$ cat src/rtl/pcm_to_i2s_tx.sv
// -----------------------------------------------------------------------------
// pcm_to_i2s_tx
//
// I2S output stage behind the delay-and-sum beamformer. Takes one stereo pair
// per frame over valid/ready and reduces each channel from IN_BITS to
// NUMBER_OF_BITS. It then serialises the pair MSB-first as a standard I2S frame
// with a one-bit WS delay. A frame is two slots of SLOT_BITS clocks, left first.
//
// Build option:
//   SATURATE_EN  defined   -> clamp the sample to the signed NUMBER_OF_BITS range
//                             (unity gain).
//                undefined -> keep the top NUMBER_OF_BITS bits
//                             (arithmetic shift right by IN_BITS-NUMBER_OF_BITS).
//
// Ports:
//   clk            in   serial bit clock; all logic on posedge
//   rst_n          in   asynchronous active-low reset
//   tx_en          in   transmit enable; sampled at frame boundaries
//   sample_l/_r    in   IN_BITS signed summed samples
//   in_valid       in   sample pair valid
//   in_ready       out  holding register can take a pair this cycle
//   sd_out         out  I2S serial data (registered)
//   ws_out         out  I2S word select, 0 = left, 1 = right (registered)
//   frame_start    out  one-cycle pulse in frame cycle 0
//   underrun       out  one-cycle pulse in cycle 0 of a frame sent without data
//   underrun_cnt   out  saturating count of underrun frames
// -----------------------------------------------------------------------------
module pcm_to_i2s_tx #(
  parameter int NUMBER_OF_BITS = 16,
  parameter int IN_BITS        = 19,
  parameter int SLOT_BITS      = 32
) (
  input  logic               clk,
  input  logic               rst_n,
  input  logic               tx_en,
  input  logic [IN_BITS-1:0] sample_l,
  input  logic [IN_BITS-1:0] sample_r,
  input  logic               in_valid,
  output logic               in_ready,
  output logic               sd_out,
  output logic               ws_out,
  output logic               frame_start,
  output logic               underrun,
  output logic [7:0]         underrun_cnt
);

  localparam int FRAME_BITS = 2 * SLOT_BITS;
  localparam int CNT_W      = $clog2(FRAME_BITS);

  localparam logic [CNT_W-1:0] CNT_LAST  = CNT_W'(FRAME_BITS - 1);
  localparam logic [CNT_W-1:0] CNT_SLOT  = CNT_W'(SLOT_BITS);
  localparam logic [CNT_W-1:0] CNT_NBITS = CNT_W'(NUMBER_OF_BITS);
  localparam logic [CNT_W-1:0] CNT_ONE   = CNT_W'(1);

  typedef enum logic {
    IDLE = 1'b0,
    RUN  = 1'b1
  } state_t;

  state_t                    state_q;
  logic [CNT_W-1:0]          bit_cnt_q;
  logic                      hold_valid_q;
  logic [NUMBER_OF_BITS-1:0] hold_l_q;
  logic [NUMBER_OF_BITS-1:0] hold_r_q;
  logic [NUMBER_OF_BITS-1:0] shift_q;   // word currently being shifted out
  logic [NUMBER_OF_BITS-1:0] right_q;   // right word waiting for slot 1
  logic                      sd_q;
  logic                      ws_q;
  logic                      frame_start_q;
  logic                      underrun_q;
  logic [7:0]                underrun_cnt_q;

  // ---------------------------------------------------------------------------
  // Width reduction, applied as the pair enters the holding register
  // ---------------------------------------------------------------------------
  logic [NUMBER_OF_BITS-1:0] red_l;
  logic [NUMBER_OF_BITS-1:0] red_r;

`ifdef SATURATE_EN
  localparam logic signed [IN_BITS-1:0] SAT_MAX = IN_BITS'((2 ** (NUMBER_OF_BITS - 1)) - 1);
  localparam logic signed [IN_BITS-1:0] SAT_MIN = IN_BITS'(-(2 ** (NUMBER_OF_BITS - 1)));

  function automatic logic [NUMBER_OF_BITS-1:0] clamp_word(input logic [IN_BITS-1:0] s);
    if ($signed(s) > SAT_MAX) begin
      clamp_word = {1'b0, {(NUMBER_OF_BITS-1){1'b1}}};
    end else if ($signed(s) < SAT_MIN) begin
      clamp_word = {1'b1, {(NUMBER_OF_BITS-1){1'b0}}};
    end else begin
      clamp_word = s[NUMBER_OF_BITS-1:0];
    end
  endfunction

  assign red_l = clamp_word(sample_l);
  assign red_r = clamp_word(sample_r);
`else
  assign red_l = sample_l[IN_BITS-1 -: NUMBER_OF_BITS];
  assign red_r = sample_r[IN_BITS-1 -: NUMBER_OF_BITS];

  // The discarded LSBs are intentionally dropped by the truncating reduction.
  if (IN_BITS > NUMBER_OF_BITS) begin : g_lsb_sink
    logic unused_lsbs;
    assign unused_lsbs = ^{sample_l[IN_BITS-NUMBER_OF_BITS-1:0],
                           sample_r[IN_BITS-NUMBER_OF_BITS-1:0]};
  end
`endif

  // ---------------------------------------------------------------------------
  // Frame control
  // ---------------------------------------------------------------------------
  logic             frame_last;
  logic             load_now;
  logic             accept;
  logic [CNT_W-1:0] cnt_nxt;
  logic [CNT_W-1:0] pos_nxt;
  logic             ws_nxt;
  logic             data_nxt;

  assign frame_last = (state_q == RUN) && (bit_cnt_q == CNT_LAST);

  // A new frame is loaded either from IDLE once data exists, or at the wrap of
  // a running frame. When tx_en is low at the wrap the block stops instead, so
  // any held pair stays put for the next start and no underrun is counted.
  assign load_now = tx_en && (((state_q == IDLE) && hold_valid_q) || frame_last);
  assign in_ready = !hold_valid_q || load_now;
  assign accept   = in_valid && in_ready;

  // Position of the cycle being entered; outputs are registered, so they are
  // computed one cycle ahead from the next count value.
  assign cnt_nxt  = bit_cnt_q + CNT_ONE;
  assign ws_nxt   = (cnt_nxt >= CNT_SLOT);
  assign pos_nxt  = ws_nxt ? (cnt_nxt - CNT_SLOT) : cnt_nxt;
  assign data_nxt = (pos_nxt != '0) && (pos_nxt <= CNT_NBITS);

  // ---------------------------------------------------------------------------
  // Holding register (one pair deep)
  // ---------------------------------------------------------------------------
  // NOTE: every register here resets asynchronously; the holding data is reset
  // too so a reset mid-frame discards whatever was waiting.
  always_ff @(posedge clk or negedge rst_n) begin
    if (!rst_n) begin
      hold_valid_q <= 1'b0;
      hold_l_q     <= '0;
      hold_r_q     <= '0;
    end else if (accept) begin
      // Covers a simultaneous load and accept: the slot is refilled at once.
      hold_valid_q <= 1'b1;
      hold_l_q     <= red_l;
      hold_r_q     <= red_r;
    end else if (load_now) begin
      hold_valid_q <= 1'b0;
    end
  end

  // ---------------------------------------------------------------------------
  // Frame FSM, shifter and registered outputs
  // ---------------------------------------------------------------------------
  // NOTE: sequential state uses non-blocking assignments only, so every branch
  // reads the pre-edge values of the registers regardless of statement order.
  always_ff @(posedge clk or negedge rst_n) begin
    if (!rst_n) begin
      state_q        <= IDLE;
      bit_cnt_q      <= '0;
      shift_q        <= '0;
      right_q        <= '0;
      sd_q           <= 1'b0;
      ws_q           <= 1'b0;
      frame_start_q  <= 1'b0;
      underrun_q     <= 1'b0;
      underrun_cnt_q <= '0;
    end else begin
      // Pulses default low and are raised only in the cycle-0 load branch.
      frame_start_q <= 1'b0;
      underrun_q    <= 1'b0;

      if (load_now) begin
        // Entering frame cycle 0: WS low, no data bit yet (one-bit WS delay).
        state_q       <= RUN;
        bit_cnt_q     <= '0;
        ws_q          <= 1'b0;
        sd_q          <= 1'b0;
        frame_start_q <= 1'b1;
        if (hold_valid_q) begin
          shift_q <= hold_l_q;
          right_q <= hold_r_q;
        end else begin
          // Only reachable from RUN: a running frame wrapped with nothing held.
          shift_q    <= '0;
          right_q    <= '0;
          underrun_q <= 1'b1;
          if (underrun_cnt_q != 8'hFF) begin
            underrun_cnt_q <= underrun_cnt_q + 8'd1;
          end
        end
      end else if ((state_q == RUN) && !frame_last) begin
        bit_cnt_q <= cnt_nxt;
        ws_q      <= ws_nxt;
        if (cnt_nxt == CNT_SLOT) begin
          // Slot 1 cycle 0: swap in the right word; its MSB follows next clock.
          shift_q <= right_q;
          sd_q    <= 1'b0;
        end else if (data_nxt) begin
          sd_q    <= shift_q[NUMBER_OF_BITS-1];
          shift_q <= {shift_q[NUMBER_OF_BITS-2:0], 1'b0};
        end else begin
          sd_q <= 1'b0;
        end
      end else begin
        // Idle, or a finished frame with tx_en low.
        state_q   <= IDLE;
        bit_cnt_q <= '0;
        ws_q      <= 1'b0;
        sd_q      <= 1'b0;
      end
    end
  end

  assign sd_out       = sd_q;
  assign ws_out       = ws_q;
  assign frame_start  = frame_start_q;
  assign underrun     = underrun_q;
  assign underrun_cnt = underrun_cnt_q;

endmodule

$ cat config.mk
export PLATFORM = sky130hd
export DESIGN_NAME = pcm_to_i2s_tx
export DESIGN_NICKNAME = d
export VERILOG_FILES = /design/src/rtl/pcm_to_i2s_tx.sv
export SDC_FILE = /design/constraint.sdc
export NUM_CORES = 1
export LEC_CHECK = 0
export CAP_MARGIN = 0
export CORE_UTILIZATION = 58
export DETAILED_ROUTE_END_ITERATION = 12
export PLACE_DENSITY = 0.84
export SYNTH_ARGS = -nofsm -noshare
export SYNTH_HDL_FRONTEND = slang
export SYNTH_SLANG_ARGS = --single-unit
$ cat constraint.sdc
create_clock -name clk -period 3 [get_ports clk]
set_input_delay 0.45 -clock clk [delete_from_list [all_inputs] [get_ports clk]]
set_output_delay 0.45 -clock clk [all_outputs]
set_load 0.01 [all_outputs]
==> results of run 1 <==
worst max path at each step:
stage                 start     endpoint  slack [ns]  depth (start not counted)
2_1_floorplan  bit_cnt_q[0]  hold_l_q[0]        1.09                          7
3_3_place_gp          tx_en   shift_q[4]        0.62                          6
3_5_place_dp          tx_en   shift_q[5]        0.52                          6
4_1_cts        bit_cnt_q[0]     in_ready        0.35                          5
5_1_grt        bit_cnt_q[0]     in_ready        0.26                          5
6_report       bit_cnt_q[0]     in_ready        0.36                          5
flip-flops by register name, summed over array words and instances (netlist names), 6 cells and up:
register	cells
hold_r_q	16
hold_l_q	16
right_q	16
shift_q	16
bit_cnt_q	6
underrun_cnt	8
cell usage after synthesis, drive strengths merged:
cell type / instances
ha: 2
nand4: 5
o32a: 1
a31oi: 1
mux2: 33
nor2: 7
nand3: 3
and3: 5
xnor2: 9
clkinv: 1
a22o: 16
nand2: 8
o2111ai: 1
a21oi: 17
a21o: 1
dfrtp: 84
and2: 2
a211oi: 16
xor2: 3
buf: 18
mux2i: 15
inv: 4
o21ai: 4
nand2b: 3
nor3: 17
or3: 1
nor2b: 1
a41o: 1
a311oi: 1
layout make-up:
type                    count  area, sq um
clock inverters             5         83.8
inverters                   5         31.3
flip-flops and latches     84         2100
multi-input cells         173         1560
clock buffers              11          141
well taps                  77         96.3
repair buffers             51          500
fillers                   457         1870
cells by family (layout without fill, tap and decap cells):
group	count (synthesis)	after routing	synth area share, %
compound gates	59	59	13.1
xor+xnor	12	12	2.73
fa+ha+maj	2	2	0.649
buf+inv	23	72	5.03
flops	84	84	54.6
mux	48	48	16.5
simple gates	52	52	7.44
metrics by stage:
step	total power (W)	instance area (sq um)	utilization (%)
2_1_floorplan	0.00245	3850	-
3_3_place_gp	0.00263	4290	67.2
3_5_place_dp	0.00269	4290	67.2
4_1_cts	0.00359	4520	70.7
5_1_grt	0.00377	4520	70.7
6_report	0.00357	4520	70.7
per-layer routing:
metal / GRT usage (%) / share of wire, %
met5: 0 / 0
met2: 32.3 / 48
met3: 5.74 / 3.9
met4: 8.01 / 1.4
met1: 28.8 / 46
where the power goes:
part | internal, W | switching (W)
clock | 0.000495 | 0.000399
combinational | 0.000544 | 0.000453
sequential | 0.00145 | 0.000232
critical path, stage by stage (launching register included):
cell,delay [ns]
dfrtp_1,0.39
ha_1,0.29
and3_4,0.25
a31oi_4,0.13
o21ai_4,0.21
clkdlybuf4s50_1,0.56
==> results.md, run 1 <==
* RSZ-0062 raised after global routing: false
* R2R setup slack at 0.66 ns
* Vias at 2348
* First-pass GRT wire length at 11400 microns
* YS warnings at 0
* RePlAce Congestion at 0.848
* Gr ovfl total at 0
* Synth Register Bits at 84
* CTS root buf: clkbuf_8
* Sequential area share after synthesis at 54.6%
* # rows at 29
* Max-cap violations at 0
* DRT Pass-1 Iters at 4
* CP Capture Type: output port
* Layout cells sized above 1 at 21.3%
* Top post-synthesis cells by area: dfrtp_1 (55%), mux2_4 (12%), mux2i_1 (3.9%)
* DIE HEIGHT at 83.5 microns
* CTS tree: yes
* Clk_skew at 0.00979 ns
* Min Tclk post-route at 2.64 ns
* Pre-CTS setup slack at 0.515 ns
* Drt wl/cell at 16.8 microns
* Area Growth Syn to Fin at 17.2%
* Final period util at 87.9%
* Setup bufs post-CTS at 0
* Post-Syn Nets at 324
* Syn Inst Count at 280
* Initial antenna violation count at 0
* Most common cell after layout, fill and taps aside: dfrtp_1
* FF-to-FF Start: bit_cnt_q[0]
* DR iter-0 viols at 139
* Vias/cell at 5.78
* Drt total wl at 6830 microns
* Post-layout nets at 368
* Worst setup path class: reg2out
* Clock-pin slew on the worst setup and hold paths at 0.08 ns
* Layout Cells excl Fill at 406
* Post-synthesis cell area at 3850 sq um
* Hold Vio Cnt, Final at 0
* DRC violations left at 0
* Die footprint at 6970 sq um
* Startpoint types: flip-flop
* Static Leak at 2.13 nW
* Antenna viol nets, final at 0
* Most frequent cells in the layout: dfrtp_1 (84), clkdlybuf4s50_1 (47), mux2_4 (30)
* Max Freq at 379 MHz
* Num CTS Buffers at 9
* Core area at 6390 sq um
* VDD IR max at 679 uV
* Top-area cell type share of the netlist area at 54.6%
* Port Buffers at 48
* Fin Hold WS at 0.260 ns
* Outcome: complete, no violations
* GR Util All Layers at 21.0%
* Reg2reg end: shift_q[5]
* Io pins at 55
* # diodes at 0
* Max FO, Critical Path at 6
* Largest net degree at the start of global routing at 85
* Cells after DPL at 390
* Leading area contributor after synthesis: dfrtp_1
* Synth unique cells at 40
* Power Density at 791 nW/um^2
* Slew headroom at 28.1%
* Fin worst setup slack at 0.363 ns
* Initial Util at 60.3%
* Synth Area per Inst at 13.8 sq um
* Req. time, crit path at 2.55 ns
* CTS Buffer Depth at 2
* Hold buffers post-CTS at 0
* Setup TNS at 0 ns
* Die X at 83.5 microns
* DP HPWL at 4340 microns
* Post-CTS resize count at 0
* Worst Path Arrival at 2.19 ns
* HP Class: in2async
* Slew @ Worst Pin at 1.08 ns
* Final setup vio count at 0
* Sink Count at 84
* Worst-skew pair later-pin latency at 0.35 ns
* Slew Limit Fails at 0
* H-tree depth reported by CTS at 3
* Vias in the first global route at 2342
* R2R cell count at 7
Power figures use the tool's default switching activity.
==> run 2, diff against run 1 <==
CORE_ASPECT_RATIO = 0.7   (was not set)
SETUP_SLACK_MARGIN = 0.05   (was not set)
==> run 2 against run 1 <==
Net effect:
- sequential power about the same
- die area about the same
- routed wire length increased by 3.6%
- sequential cell count unchanged
- critical path depth unchanged
- non-clock buffer count increased by 2
- total power increased by 0.46%
==> results.md, run 2 (synthesis gave the netlist of run 1 again) <==
* Min Tclk post-route at 2.66 ns (+0.0191 ns)
* R2R setup slack at 0.67 ns (about the same)
* Io pins at 55 (unchanged)
* Vias in the first global route at 2389 (+2.0%)
* Slew Limit Fails at 0 (unchanged)
* Drt total wl at 7070 microns (+3.6%)
* DRC violations left at 0 (unchanged)
* RSZ-0062 raised after global routing: false
* Initial antenna violation count at 0 (unchanged)
* Req. time, crit path at 2.55 ns (about the same)
* CTS root buf: clkbuf_8
* Crit path cell chain: ha_1 -> and3_4 -> a31oi_4 -> o21ai_4 -> clkdlybuf4s50_1
* Initial Util at 61.1% (+0.77 points)
* # diodes at 0 (unchanged)
* Hold Vio Cnt, Final at 0 (unchanged)
* CTS Buffer Depth at 2 (unchanged)
* Fillers at 436 (-4.6%)
* Top delay family on crit path: buffers and inverters
* Worst setup path class: reg2out
* # rows at 24 (-17%)
* RePlAce Congestion at 0.835 (-1.6%)
* CP max stage delay at 0.56 ns (about the same)
* Slew headroom at 33.1% (+5.0 points)
* Multi-input gate area at 1560 sq um (unchanged)
* GR Util All Layers at 22.8% (+1.8 points)
* Post-layout nets at 370 (+0.54%)
* Post-CTS resize count at 0 (unchanged)
* Layout cells sized above 1 at 21.8% (+0.48 points)
* Num CTS Buffers at 9 (unchanged)
* Area Growth Syn to Fin at 17.7%
* CTS tree: yes
* Setup TNS at 0 ns (unchanged)
* Static Leak at 2.14 nW (+0.62%)
* DIE HEIGHT at 70.2 microns (-16%)
* Max FO, Critical Path at 6 (unchanged)
* Core area at 6310 sq um (-1.3%)
* H-tree depth reported by CTS at 3 (unchanged)
* Power Density at 791 nW/um^2 (about the same)
* Max-cap violations at 0 (unchanged)
* Drt wl/cell at 17.3 microns (+2.8%)
* HP Class: in2async
* CP max stage cell: clkdlybuf4s50_1
* Sink Count at 84 (unchanged)
* Die X at 99.4 microns (+19%)
* DP HPWL at 4730 microns (+8.9%)
* Vias/cell at 5.72 (-1.1%)
* Final period util at 88.5% (+0.64 points)
* Gr ovfl total at 0 (unchanged)
* CP Buf/Inv Count at 1 (unchanged)
* Setup bufs post-CTS at 0 (unchanged)
* Outcome: complete, no violations
* Antenna viol nets, final at 0 (unchanged)
* Hold buffers post-CTS at 0 (unchanged)
* Clk_skew at 0.00771 ns (-0.00208 ns)
* Worst-skew pair later-pin latency at 0.35 ns (about the same)
* CP Capture Type: output port
* Final setup vio count at 0 (unchanged)
* Vias at 2340 (-0.34%)
* DR iter-0 viols at 145 (+4.3%)
* Most common cell after layout, fill and taps aside: dfrtp_1
* Die footprint at 6980 sq um (about the same)
* Worst Path Arrival at 2.21 ns (+0.02 ns)
* Area taken by flip-flops and latches at 2100 sq um (unchanged)
* Port Buffers at 48 (unchanged)
* Max Freq at 376 MHz (-0.72%)
* Largest net degree at the start of global routing at 85 (unchanged)
* DRT Pass-1 Iters at 4 (unchanged)
* Clock-pin slew on the worst setup and hold paths at 0.08 ns (about the same)
* Final Core Density at 71.9% (+1.2 points)
* VDD IR max at 366 uV (-46%)
* Slew @ Worst Pin at 1.00 ns (-0.0734 ns)
* First-pass GRT wire length at 12000 microns (+5.0%)
* Most frequent cells in the layout: dfrtp_1 (84), clkdlybuf4s50_1 (47), mux2_4 (30)
* Startpoint types: flip-flop
-- run 2: area by class of cell --
type | count | share of cell area [%]
Tap cell | 78 | 2.15
Sequential cell | 84 | 46.4
Inverter | 5 | 0.690
Clock inverter | 5 | 1.88
Timing Repair Buffer | 53 | 11.4
Multi-Input combinational cell | 173 | 34.4
Clock buffer | 11 | 3.12
-- run 2: final timing paths --
kind,endpoint,from,depth (start not counted)
hold / removal,underrun_cnt[0],rst_n,1
max in group asynchronous,bit_cnt_q[1],rst_n,1
hold reg to reg,right_q[5],hold_r_q[5],1
min in group clk,right_q[5],hold_r_q[5],1
setup / recovery,in_ready,bit_cnt_q[0],5
setup reg to reg,hold_l_q[4],bit_cnt_q[0],6
-- run 2: layer usage --
metal  up-vias  GRT usage, %  wire [microns]
met5         -             0               0
met4         0          7.03             104
met3        12          7.11             321
met2        62          33.6            3190
met1      1151          32.4            3450
li1       1115             -               -
-- run 2: metrics by stage --
step / power [W] / std cells / hold WS [ns] / cell area, sq um / worst slack, ns
after CTS: 0.00360 / 409 / 0.294 / 4530 / 0.336
after detailed placement: 0.00271 / 393 / 0.489 / 4310 / 0.697
final: 0.00359 / 409 / 0.258 / 4530 / 0.344
after floorplan: 0.00245 / 280 / 0.154 / 3850 / 1.09
after global routing: 0.00380 / 409 / 0.331 / 4530 / 0.236
after global placement: 0.00264 / 393 / 0.473 / 4310 / 0.715
-- run 2: report_power, final --
group | switching, W | internal, W | leakage (nW)
combinational | 0.000462 | 0.000548 | 1.01
clock | 0.000390 | 0.000494 | 0.110
sequential | 0.000246 | 0.00145 | 1.02
total | 0.00110 | 0.00249 | 2.14
==> variant: new RTL, config.mk and constraints of run 1 <==
Set the parameter `SLOT_BITS` to 16 (it was 32).
--- a/src/rtl/pcm_to_i2s_tx.sv
+++ b/src/rtl/pcm_to_i2s_tx.sv
@@ -30,3 +30,3 @@
   parameter int IN_BITS        = 19,
-  parameter int SLOT_BITS      = 32
+  parameter int SLOT_BITS      = 16
 ) (
Check against the original RTL: same outputs for any inputs over 10 cycles, from zero or initial values and one cycle with rst_n low; that may be too few to reach the edited logic, so the function may still have changed.
==> variant against run 1 <==
Wire length up 16%. Total power up 15%. Sequential cell count down 1. Count of clock-buffer cells in the layout down 1. Area after synthesis up 4.9%. Critical path depth up 1. Setup slack worse by 0.20 ns. Cell area up 4.2%. Largest cell class unchanged. Largest power group unchanged.
==> variant: results (changes against run 1) <==
- Status: finished clean
- Fraction of layout cells with a size suffix above 1: 14.0% (-7.3 points)
- Post-Syn Nets: 375 (+16%)
- Net Switching: 1330 uW (+22%)
- Cells after Synth: 330 (+18%)
- M3 GR Usage: 4.47% (-1.3 points)
- Met1 usage: 31.7% (+2.9 points)
- Synth warn: 0 (unchanged)
- R2R cell count: 6 (-1)
- Detail Placement HPWL: 5250 um (+21%)
- Worst reg2reg setup slack: 0.40 ns (-0.26 ns)
- Sw Share: 32.5% (+2.1 points)
- Post-Place Cells: 437 (+12%)
- Sequential element share of the synthesized area: 51.4% (-3.2 points)
- Met2 wire length: 3890 um (+18%)
- Pre-CTS setup slack: 0.264 ns (-0.251 ns)
- WL met3: 431 um (+63%)
- Routability cong.: 0.807 (-4.9%)
- DRT iter0 DRCs: 243 (+75%)
- Ranking of synthesized cells by area: dfrtp_1, mux2_1, o31ai_2, nand2_1, a22o_1
- Nets: 413 (+12%)
- Comb group: 1270 uW (+27%)
- Leak pwr: 0.00196 uW (-7.7%)
- Min Hold Slack: 0.248 ns (-0.0118 ns)
- WP data arrival: 2.39 ns (+0.20 ns)
- Total wire length: 7920 um (+16%)
- Largest net degree at the start of global routing: 84 (-1.2%)
- FFs w/ async S/R, synth: 100% (unchanged)
- CTS Buf Count: 9 (unchanged)
- Bufs on Longest Clock Path: 2 (unchanged)
- Distinct cells, synth: 44 (+10%)
- Clock power frac: 22.9% (-2.1 points)
- GRT Resource Usage Total: 23.8% (+2.8 points)
- Fill cells: 490 (+7.2%)
- Max Used Layer: met4
- Drt wl/cell: 17.5 um (+4.2%)
- Slew @ Worst Pin: 1.01 ns (-0.0675 ns)
- M2 GR Usage: 37.6% (+5.3 points)
- First-pass GRT wire length: 13300 um (+17%)
- Vias in the first global route: 2731 (+17%)
- Commonest cells in the synthesized netlist: dfrtp_1, nand2_1, mux2_1, nand3_1, a31oi_1
- Fin Clk Skew: 0.00692 ns (-0.00288 ns)
- H-tree levels: 3 (unchanged)
- Placed Instance Area: 4460 um^2 (+3.9%)
- Critical R2R Capture: shift_q[0]
- Routed vias: 2863 (+22%)
- Crit-path max FO: 9 (+3)
- Worst IR Drop VDD: 468 uV (-31%)
- Metal-1 WL: 3450 um (+9.0%)
==> variant: cell count changes in the layout (fill, tap and decap cells not counted), sizes merged, moves of 16 or more <==
cell	run 1	this run
a31oi	1	17
nand2	8	37
a211oi	16	0
nand3	3	21
==> variant: area by class of cell <==
| type | instances | area (um^2) | area share [%] |
|---|---|---|---|
| inverters | 4 | 20.0 | 0.425 |
| flip-flops and latches | 83 | 2080 | 44.2 |
| well taps | 80 | 100 | 2.13 |
| repair buffers | 55 | 543 | 11.5 |
| clock buffers | 10 | 128 | 2.71 |
| clock inverters | 5 | 103 | 2.18 |
| multi-input cells | 215 | 1730 | 36.8 |
==> variant: worst max path at each step <==
stage                 endpoint  slack, ns  cells past startpoint
floorplan           shift_q[1]       0.47                     10
global placement    shift_q[0]       0.33                      6
detailed placement    in_ready       0.26                      6
CTS                   in_ready      0.003                      6
global route          in_ready       0.03                      6
finish                in_ready       0.16                      6
==> variant: worst register-to-register path: cells and delay by family (launching register included) <==
kind | cells | cell delay (ns)
DFF | 1 | 0.48
and+or+nand+nor | 2 | 0.41
adders and majority gates | 2 | 0.55
AOI/OAI and AO/OA | 2 | 1.03
==> variant: timing repair <==
item | 4_1_cts | 5_1_grt
setup endpoints to repair | 1 | 1
resized for setup | 3 | 2
buffers inserted | 0 | 0
endpoints found under the hold margin | 0 | 0
==> variant: logic make-up after synthesis <==
family                   Yosys count  synth area share [%]
adder cells (fa/ha/maj)            3                 0.929
AND/OR/NAND/NOR                   82                  10.4
XOR/XNOR                           9                  1.95
flip-flops                        83                  51.4
buffers and inverters             32                  6.31
multiplexers                      34                  9.56
AO/OA/AOI/OAI                     87                  19.5
